--- config.mk ---
export PLATFORM = sky130hd
export DESIGN_NAME = voice_alloc
export DESIGN_NICKNAME = d
export VERILOG_FILES = /design/src/rtl/voice_alloc.sv
export SDC_FILE = /design/constraint.sdc
export NUM_CORES = 1
export LEC_CHECK = 0
export CORE_MARGIN = 2
export CORE_UTILIZATION = 40
export DETAILED_ROUTE_END_ITERATION = 8
export PLACE_DENSITY = 0.67
export SYNTH_ARGS = -nofsm -noshare
export SYNTH_HDL_FRONTEND = slang
export SYNTH_SLANG_ARGS = --single-unit
--- constraint.sdc ---
create_clock -name clk -period 4.4 [get_ports clk]
set_clock_uncertainty 0.05 [all_clocks]
set_input_delay 1.32 -clock clk [delete_from_list [all_inputs] [get_ports clk]]
set_output_delay 1.32 -clock clk [all_outputs]
set_load 0.02 [all_outputs]
--- src/rtl/voice_alloc.sv ---
// rtl/voice_alloc.sv - polyphonic voice allocator with a slot-scan FSM
// Each accepted event scans every slot, then retriggers, fills a free slot, or steals the oldest voice.
module voice_alloc #(
  parameter int N_VOICES = 8,
  parameter int IW       = $clog2(N_VOICES),
  parameter int AGE_W    = 8
) (
  input  logic                    clk,
  input  logic                    rst_n,
  input  logic                    ev_valid_i,
  output logic                    ev_ready_o,
  input  logic                    ev_on_i,
  input  logic [7:0]              ev_note_i,
  input  logic                    all_off_i,
  output logic [8*N_VOICES-1:0]   voice_notes_o,
  output logic [N_VOICES-1:0]     voice_active_o,
  output logic                    steal_o
);

  typedef enum logic [1:0] {IDLE, SCAN, COMMIT} state_t;

  localparam logic [AGE_W-1:0] AGE_MAX = '1;

  state_t               state;
  logic [7:0]           note [N_VOICES];
  logic [AGE_W-1:0]     age  [N_VOICES];
  logic [N_VOICES-1:0]  active;
  logic [IW-1:0]        idx;

  logic                 ev_on_q;
  logic [7:0]           ev_note_q;
  logic                 match_found, free_found, oldest_found;
  logic [IW-1:0]        match_idx, free_idx, oldest_idx;
  logic [AGE_W-1:0]     oldest_age;

  logic                 tgt_valid;
  logic                 do_steal;
  logic [IW-1:0]        tgt;

  // Target slot for a note-on: retrigger beats free slot beats steal.
  always_comb begin
    tgt_valid = 1'b0;
    do_steal  = 1'b0;
    tgt       = '0;
    if (ev_on_q && ev_note_q != 8'd0) begin
      if (match_found) begin
        tgt       = match_idx;
        tgt_valid = 1'b1;
      end else if (free_found) begin
        tgt       = free_idx;
        tgt_valid = 1'b1;
      end else if (oldest_found) begin
        tgt       = oldest_idx;
        tgt_valid = 1'b1;
        do_steal  = 1'b1;
      end
    end
  end

  always_ff @(posedge clk) begin
    steal_o <= 1'b0;
    if (!rst_n || all_off_i) begin
      state        <= IDLE;
      idx          <= '0;
      active       <= '0;
      ev_on_q      <= 1'b0;
      ev_note_q    <= 8'd0;
      match_found  <= 1'b0;
      free_found   <= 1'b0;
      oldest_found <= 1'b0;
      match_idx    <= '0;
      free_idx     <= '0;
      oldest_idx   <= '0;
      oldest_age   <= '0;
      for (int i = 0; i < N_VOICES; i++) begin
        note[i] <= 8'd0;
        age[i]  <= '0;
      end
    end else begin
      case (state)
        IDLE: begin
          if (ev_valid_i) begin
            ev_on_q      <= ev_on_i;
            ev_note_q    <= ev_note_i;
            match_found  <= 1'b0;
            free_found   <= 1'b0;
            oldest_found <= 1'b0;
            match_idx    <= '0;
            free_idx     <= '0;
            oldest_idx   <= '0;
            oldest_age   <= '0;
            idx          <= '0;
            state        <= SCAN;
          end
        end
        SCAN: begin
          if (active[idx] && note[idx] == ev_note_q && !match_found) begin
            match_found <= 1'b1;
            match_idx   <= idx;
          end
          if (!active[idx] && !free_found) begin
            free_found <= 1'b1;
            free_idx   <= idx;
          end
          // Strict compare keeps the lowest index on equal ages.
          if (active[idx] && (!oldest_found || age[idx] > oldest_age)) begin
            oldest_found <= 1'b1;
            oldest_idx   <= idx;
            oldest_age   <= age[idx];
          end
          if (idx == IW'(N_VOICES - 1)) begin
            state <= COMMIT;
          end else begin
            idx <= idx + IW'(1);
          end
        end
        COMMIT: begin
          if (tgt_valid) begin
            for (int i = 0; i < N_VOICES; i++) begin
              if (IW'(i) == tgt) begin
                age[i] <= '0;
              end else if (active[i] && age[i] != AGE_MAX) begin
                age[i] <= age[i] + AGE_W'(1);
              end
            end
            if (!match_found) begin
              note[tgt]   <= ev_note_q;
              active[tgt] <= 1'b1;
            end
            steal_o <= do_steal;
          end else if (!ev_on_q && ev_note_q != 8'd0 && match_found) begin
            note[match_idx]   <= 8'd0;
            active[match_idx] <= 1'b0;
            age[match_idx]    <= '0;
          end
          idx   <= '0;
          state <= IDLE;
        end
        default: state <= IDLE;
      endcase
    end
  end

  assign ev_ready_o     = (state == IDLE);
  assign voice_active_o = active;

  always_comb begin
    voice_notes_o = '0;
    for (int i = 0; i < N_VOICES; i++) begin
      voice_notes_o[8*i +: 8] = note[i];
    end
  end

endmodule

==> results.cfg, run 1 <==
[sta]
fin_setup_tns_ns = 0
finalCriticalPeriod_ns = 3.90
holdWs_ns = 0.451
fin_crit_sh_pct = 88.6
rsz0062_at_grt = false
drv_slew = 0
hold_violations = 0
setup_viol = 0
relSlewSlack_pct = 21.3
worst_pin_slew_ns = 1.18
max_freq_ghz = 0.257

[worst_setup_path]
path_class = reg2reg
reg2reg_slack_ns = 0.50
ff2ff_path_depth = 11
arrival_ns = 4.23
crit_end = oldest_age[0]$_SDFFE_PN0P_
start_kind = flip-flop
endpoint_kind = flip-flop
cp_max_fo = 22
rr_endpoint = oldest_age[0]$_SDFFE_PN0P_
crit_required_ns = 4.73

[clock_network]
clock_sink_count = 174
cts_max_level = 4
path_clk_slew_ns = 0.07
root_buffer = clkbuf_16
postCtsSetupRepairBufs = 0
cts_resized = 0
cts_buffers = 17
cts_buffer_depth = 2
ctsHoldBuffers = 0
cts_tree = yes
clk_latency_ns = 0.44

[route]
wire_per_inst_um = 18.9
post_drt_via_cell_ratio = 5.68
vias = 7456
post-route-drc-count = 0
postRouteAntennaNets = 0
dr.first_iter.drc_count = 767
first_pass_iters = 5
drt-total-wl_mm = 24.8

[logic_synthesis]
syn_inst = 931
ys_seq_elements = 174
async_flop_share_pct = 0
ys.flop_type = dfxtp_1
syn_avg_cell_area_um2 = 9.75
ys_warn_count = 0
synth_edf_count = 64
syn-num-nets = 962
synth.yosys.seq_area_share_pct = 45.4
syn-cell-area_um2 = 9080
synth_top_area_share_pct = 24.3
synthDistinctLibCells = 67
synth_area_leader_cell = dfxtp_1
synth_area_leaders = dfxtp_1 24%, edfxtp_1 21%, mux4_2 7.2%

[grt]
grt_pass1_vias = 7094
antenna_found_initial = 0
gr-total-overflow = 0
grt_max_degree = 36
grt.total_usage_pct = 21.3
grt_pass1_wl_mm = 39.5

[floorplanning]
placementRows = 55
die_w_um = 155
die_h_um = 155
start_util_pct = 40.5
core-area_um2 = 22400
dieArea_um2 = 23900
ios = 87

[flow_run]
drv_cap = 0

[final_layout]
nFillCells = 2106
drive_gt1_share_pct = 11.1
fin_nets = 1046
syn2layout_area_growth_pct = 20.0
diodes = 0
fin_cells = 1313

[power_and_ir_drop]
ir_worst_vdd_v = 0.000215
p_total_mw = 3.54
power.density_nw_per_um2 = 325
leakagePower_nw = 3.68

[placement]
gp_congestion = 0.918
dp_hpwl_mm = 18.0
place_inst = 1281
portBuffers = 86

[run_status]
outcome = finished, final reports clean

[hold_path]
holdCritPathClass = reg2reg
-- placed cells by master (no fill, tap or decap), types with 7 or more instances in the layout --
cell               n
and2_1            36
nand3b_1          21
mux2_2             9
nor2_1           107
dfxtp_1          109
nand4_1           12
mux4_2            29
nor2b_1           10
a311oi_1           8
buf_4             21
nor3_1            13
inv_8              7
and3_1            18
ha_1              18
nand2b_1          17
inv_1             22
clkbuf_16         17
xor2_1            15
a31oi_1            7
a21oi_1           74
edfxtp_1          64
nand3_1           28
nand2_1          101
mux2i_1           29
clkdlybuf4s50_1   86
o21ai_0           48
a22oi_1            7
or3_1             10
-- sequential cells by signal (all words and copies together) (netlist names), 2 cells and up, named ones only --
register / flops
free_idx: 3
voice_active_o: 8
state: 2
oldest_age: 8
note: 64
oldest_idx: 3
match_idx: 3
age: 64
idx: 3
ev_note_q: 8
-- cells in the mapped netlist (12+ instances only) --
| cell type | instances |
|---|---|
| nand2_1 | 101 |
| and3_1 | 18 |
| a21oi_1 | 74 |
| o21ai_0 | 48 |
| nor2_1 | 107 |
| nand4_1 | 12 |
| ha_1 | 18 |
| edfxtp_1 | 64 |
| nand2b_1 | 18 |
| buf_2 | 16 |
| inv_1 | 22 |
| nand3b_1 | 21 |
| nor3_1 | 13 |
| xor2_1 | 15 |
| nand3_1 | 28 |
| dfxtp_1 | 110 |
| and2_1 | 36 |
| clkbuf_1 | 17 |
| mux2i_1 | 29 |
| mux4_2 | 29 |
-- cell type report --
cell class                 count  area (um2)  area share [%]
timing repair buffer         107        1020            9.35
sequential                   174        4130            37.9
multi-input combinational    692        4680            42.9
clock buffer                  17         425            3.91
clock inverter                15         205            1.88
tap                          285         357            3.27
inverter                      23        86.3           0.793
-- how the worst min path moves through the flow --
stage	start	endpoint	slack [ns]	cells after the start
floorplan	age[1][7]$_SDFFE_PP0P_	age[1][7]$_SDFFE_PP0P_	0.40	1
finish	oldest_idx[2]$_SDFFE_PN0P_	oldest_idx[2]$_SDFFE_PN0P_	0.45	2
detailed placement	oldest_idx[2]$_SDFFE_PN0P_	oldest_idx[2]$_SDFFE_PN0P_	0.44	2
CTS	oldest_idx[2]$_SDFFE_PN0P_	oldest_idx[2]$_SDFFE_PN0P_	0.45	2
global route	oldest_idx[1]$_SDFFE_PN0P_	oldest_idx[1]$_SDFFE_PN0P_	0.47	2
global placement	free_idx[2]$_SDFFE_PN0P_	free_idx[2]$_SDFFE_PN0P_	0.43	2
-- stage by stage --
stage	area [um2]	utilization (%)	setup slack, ns
6_report	10900	48.6	0.502
5_1_grt	10900	48.6	0.206
4_1_cts	10900	48.6	0.496
3_5_place_dp	10300	45.7	0.399
3_3_place_gp	10300	45.7	0.470
2_1_floorplan	9080	-	0.553
-- power by group --
part           switching [mW]  internal (mW)  total, mW  leakage, nW
Clock                   0.732          0.878       1.61        0.308
Combinational           0.117         0.0891      0.206         1.78
Sequential             0.0283           1.69       1.72         1.59
Total                   0.877           2.66       3.54         3.68
-- routing by layer --
layer / wire length [um] / GRT usage (%) / vias to the layer above
li1: - / - / 3571
met1: 11100 / 29.3 / 3604
met2: 11400 / 33.1 / 231
met3: 1540 / 4.23 / 50
met4: 702 / 8.42 / 0
met5: 0 / 0 / -
-- cell families (layout without fill, tap and decap cells) --
group                      after synthesis  after routing  synth area share, %
muxes                                   67             67                 11.5
and+or+nand+nor                        396            396                 22.1
AOI/OAI and AO/OA                      193            193                 13.5
buffers and inverters                   65            162                 3.24
DFF                                    174            174                 45.4
adders and majority gates               18             18                 2.48
xor gates and xnor gates                18             18                 1.74
-- worst max-delay path, cell delays in order, from the launching register on --
cell and delay, ns:
dfxtp_1 0.34, buf_4 0.32, mux4_2 0.57, mux2_2 0.33, ha_1 0.30, nor2b_1 0.12
o211ai_1 0.10, a21oi_1 0.14, o32ai_1 0.10, a211oi_2 0.99, mux2_2 0.42, nor2_1 0.08
(Power assumes the default switching activity.)
==> run 2, diff against run 1 <==
--- a/config.mk
+++ b/config.mk
@@ -5,8 +5,10 @@
 export SDC_FILE = /design/constraint.sdc
 export NUM_CORES = 1
 export LEC_CHECK = 0
+export CORE_ASPECT_RATIO = 1.2
 export CORE_MARGIN = 2
 export CORE_UTILIZATION = 40
+export CTS_CLUSTER_DIAMETER = 60
 export DETAILED_ROUTE_END_ITERATION = 8
 export PLACE_DENSITY = 0.67
 export SYNTH_ARGS = -nofsm -noshare
==> run 2 against run 1 <==
Net effect:
- maximum frequency grew 5.6%
- flip-flop and latch count is the same
- global-route usage shrank 0.70 points
- clock power shrank 7%
- setup slack gained 0.21 ns
- cell count shrank 0.38%
- die area is essentially flat
==> results.cfg, run 2 (synthesis results as in run 1) <==
[worst_setup_path]
crit_required_ns = 4.67
cpPeakStageDelay_ns = 0.80
path_buf_inv = 2
arrival_ns = 3.96
worstPathCellList = buf_12 > mux4_2 > mux2_2 > ha_1 > a21o_1 > a21oi_1 > nor2b_1 > o32ai_1 > a211oi_2 > buf_4 > nand3b_1 > a21oi_1
start_kind = flip-flop
path_class = reg2reg
slowest_stage = a211oi_2
cp_common_cell = a21oi_1
crit_end = oldest_idx[2]$_SDFFE_PN0P_
rr_endpoint = oldest_idx[2]$_SDFFE_PN0P_
path_depth = 12
path_delay_family = compound AO/OA/AOI/OAI gates
ff2ff_path_depth = 12
endpoint_kind = flip-flop
reg2reg_slack_ns = 0.71
cp_max_fo = 24

[clock_network]
clk_latency_ns = 0.44
cts_resized = 0
cts_buffer_depth = 2
clock_sink_count = 174
root_buffer = clkbuf_16
cts_max_level = 4
path_clk_slew_ns = 0.07
cts_buffers = 17
ctsHoldBuffers = 0
postCtsSetupRepairBufs = 0
cts_tree = yes

[placement]
placed_area_um2 = 10300
dp_hpwl_mm = 18.4
portBuffers = 86
pre_cts_ws_ns = 0.720
place_inst = 1276
gp_congestion = 0.905

[sta]
drv_slew = 0
hold_violations = 0
rsz0062_at_grt = false
max_freq_ghz = 0.271
worst_pin_slew_ns = 1.06
worst_slack_ns = 0.710
finalCriticalPeriod_ns = 3.69
relSlewSlack_pct = 28.5
setup_viol = 0
fin_crit_sh_pct = 83.9
holdWs_ns = 0.440
fin_setup_tns_ns = 0

[power_and_ir_drop]
ir_worst_vdd_v = 0.000260
leakagePower_nw = 3.66
power.density_nw_per_um2 = 315
p_total_mw = 3.42

[floorplanning]
die_h_um = 169
die_w_um = 142
core-area_um2 = 22400
placementRows = 60
start_util_pct = 40.6
dieArea_um2 = 23900
ios = 87

[final_layout]
largest_registers = age x64, note x64
final_core_util_pct = 48.6
fin_nets = 1047
finalInstanceArea_um2 = 10900
fin_cells = 1308
nFillCells = 2065
drive_gt1_share_pct = 11.2
final_cell_mix = 109 x dfxtp_1, 107 x nor2_1, 101 x nand2_1, 86 x clkdlybuf4s50_1, 74 x a21oi_1
syn2layout_area_growth_pct = 19.7
layout_commonest_cell = dfxtp_1
diodes = 0

[grt]
grt.total_usage_pct = 20.6
grt_max_degree = 28
gr-total-overflow = 0
antenna_found_initial = 0
grt_pass1_wl_mm = 38.3
grt_pass1_vias = 7035

[hold_path]
holdCritPathClass = reg2reg

[flow_run]
drv_cap = 0

[route]
first_pass_iters = 6
post_drt_via_cell_ratio = 5.79
vias = 7572
post-route-drc-count = 0
dr.first_iter.drc_count = 645
postRouteAntennaNets = 0
drt-total-wl_mm = 24.5
wire_per_inst_um = 18.7

[run_status]
outcome = finished, final reports clean
[run 2: cell types whose count changed in the layout (fill, tap and decap cells not counted)]
cell        delta
buf_12         +1
bufinv_16      -2
clkinv_4       +1
clkinvlp_4     +1
inv_6          -1
inv_8          +1
[run 2: how the worst min path moves through the flow]
stage / cells past startpoint / startpoint / slack [ns] / end
6_report: 2 / age[3][7]$_SDFFE_PP0P_ / 0.44 / age[3][7]$_SDFFE_PP0P_
5_1_grt: 2 / age[3][7]$_SDFFE_PP0P_ / 0.46 / age[3][7]$_SDFFE_PP0P_
4_1_cts: 2 / age[3][7]$_SDFFE_PP0P_ / 0.44 / age[3][7]$_SDFFE_PP0P_
3_5_place_dp: 2 / age[3][7]$_SDFFE_PP0P_ / 0.43 / age[3][7]$_SDFFE_PP0P_
3_3_place_gp: 2 / age[3][7]$_SDFFE_PP0P_ / 0.42 / age[3][7]$_SDFFE_PP0P_
2_1_floorplan: 1 / age[1][7]$_SDFFE_PP0P_ / 0.40 / age[1][7]$_SDFFE_PP0P_
[run 2: layer usage]
metal	track usage (%)	up-vias	routed length (um)
met2	34.0	315	11700
li1	-	3584	-
met4	9.26	0	917
met3	3.37	61	1570
met5	0	-	0
met1	26.6	3612	10400
[run 2: area by class of cell]
type	instances	area [um2]	area share (%)
repair buffers	108	1040	9.56
clock inverters	15	164	1.51
inverters	23	86.3	0.795
well taps	279	349	3.21
multi-input cells	692	4680	43.0
clock buffers	17	425	3.92
flip-flops and latches	174	4130	38.0
[run 2: where the power goes]
group	internal, mW	switching (mW)
Clock	0.766	0.726
Combinational	0.0894	0.118
Sequential	1.69	0.0264
[run 2: worst min-delay path, delay by kind of cell (launching register included)]
| kind | cells | cell delay [ns] |
|---|---|---|
| DFF | 1 | 0.33 |
| AOI/OAI and AO/OA | 1 | 0.05 |
| and+or+nand+nor | 1 | 0.06 |
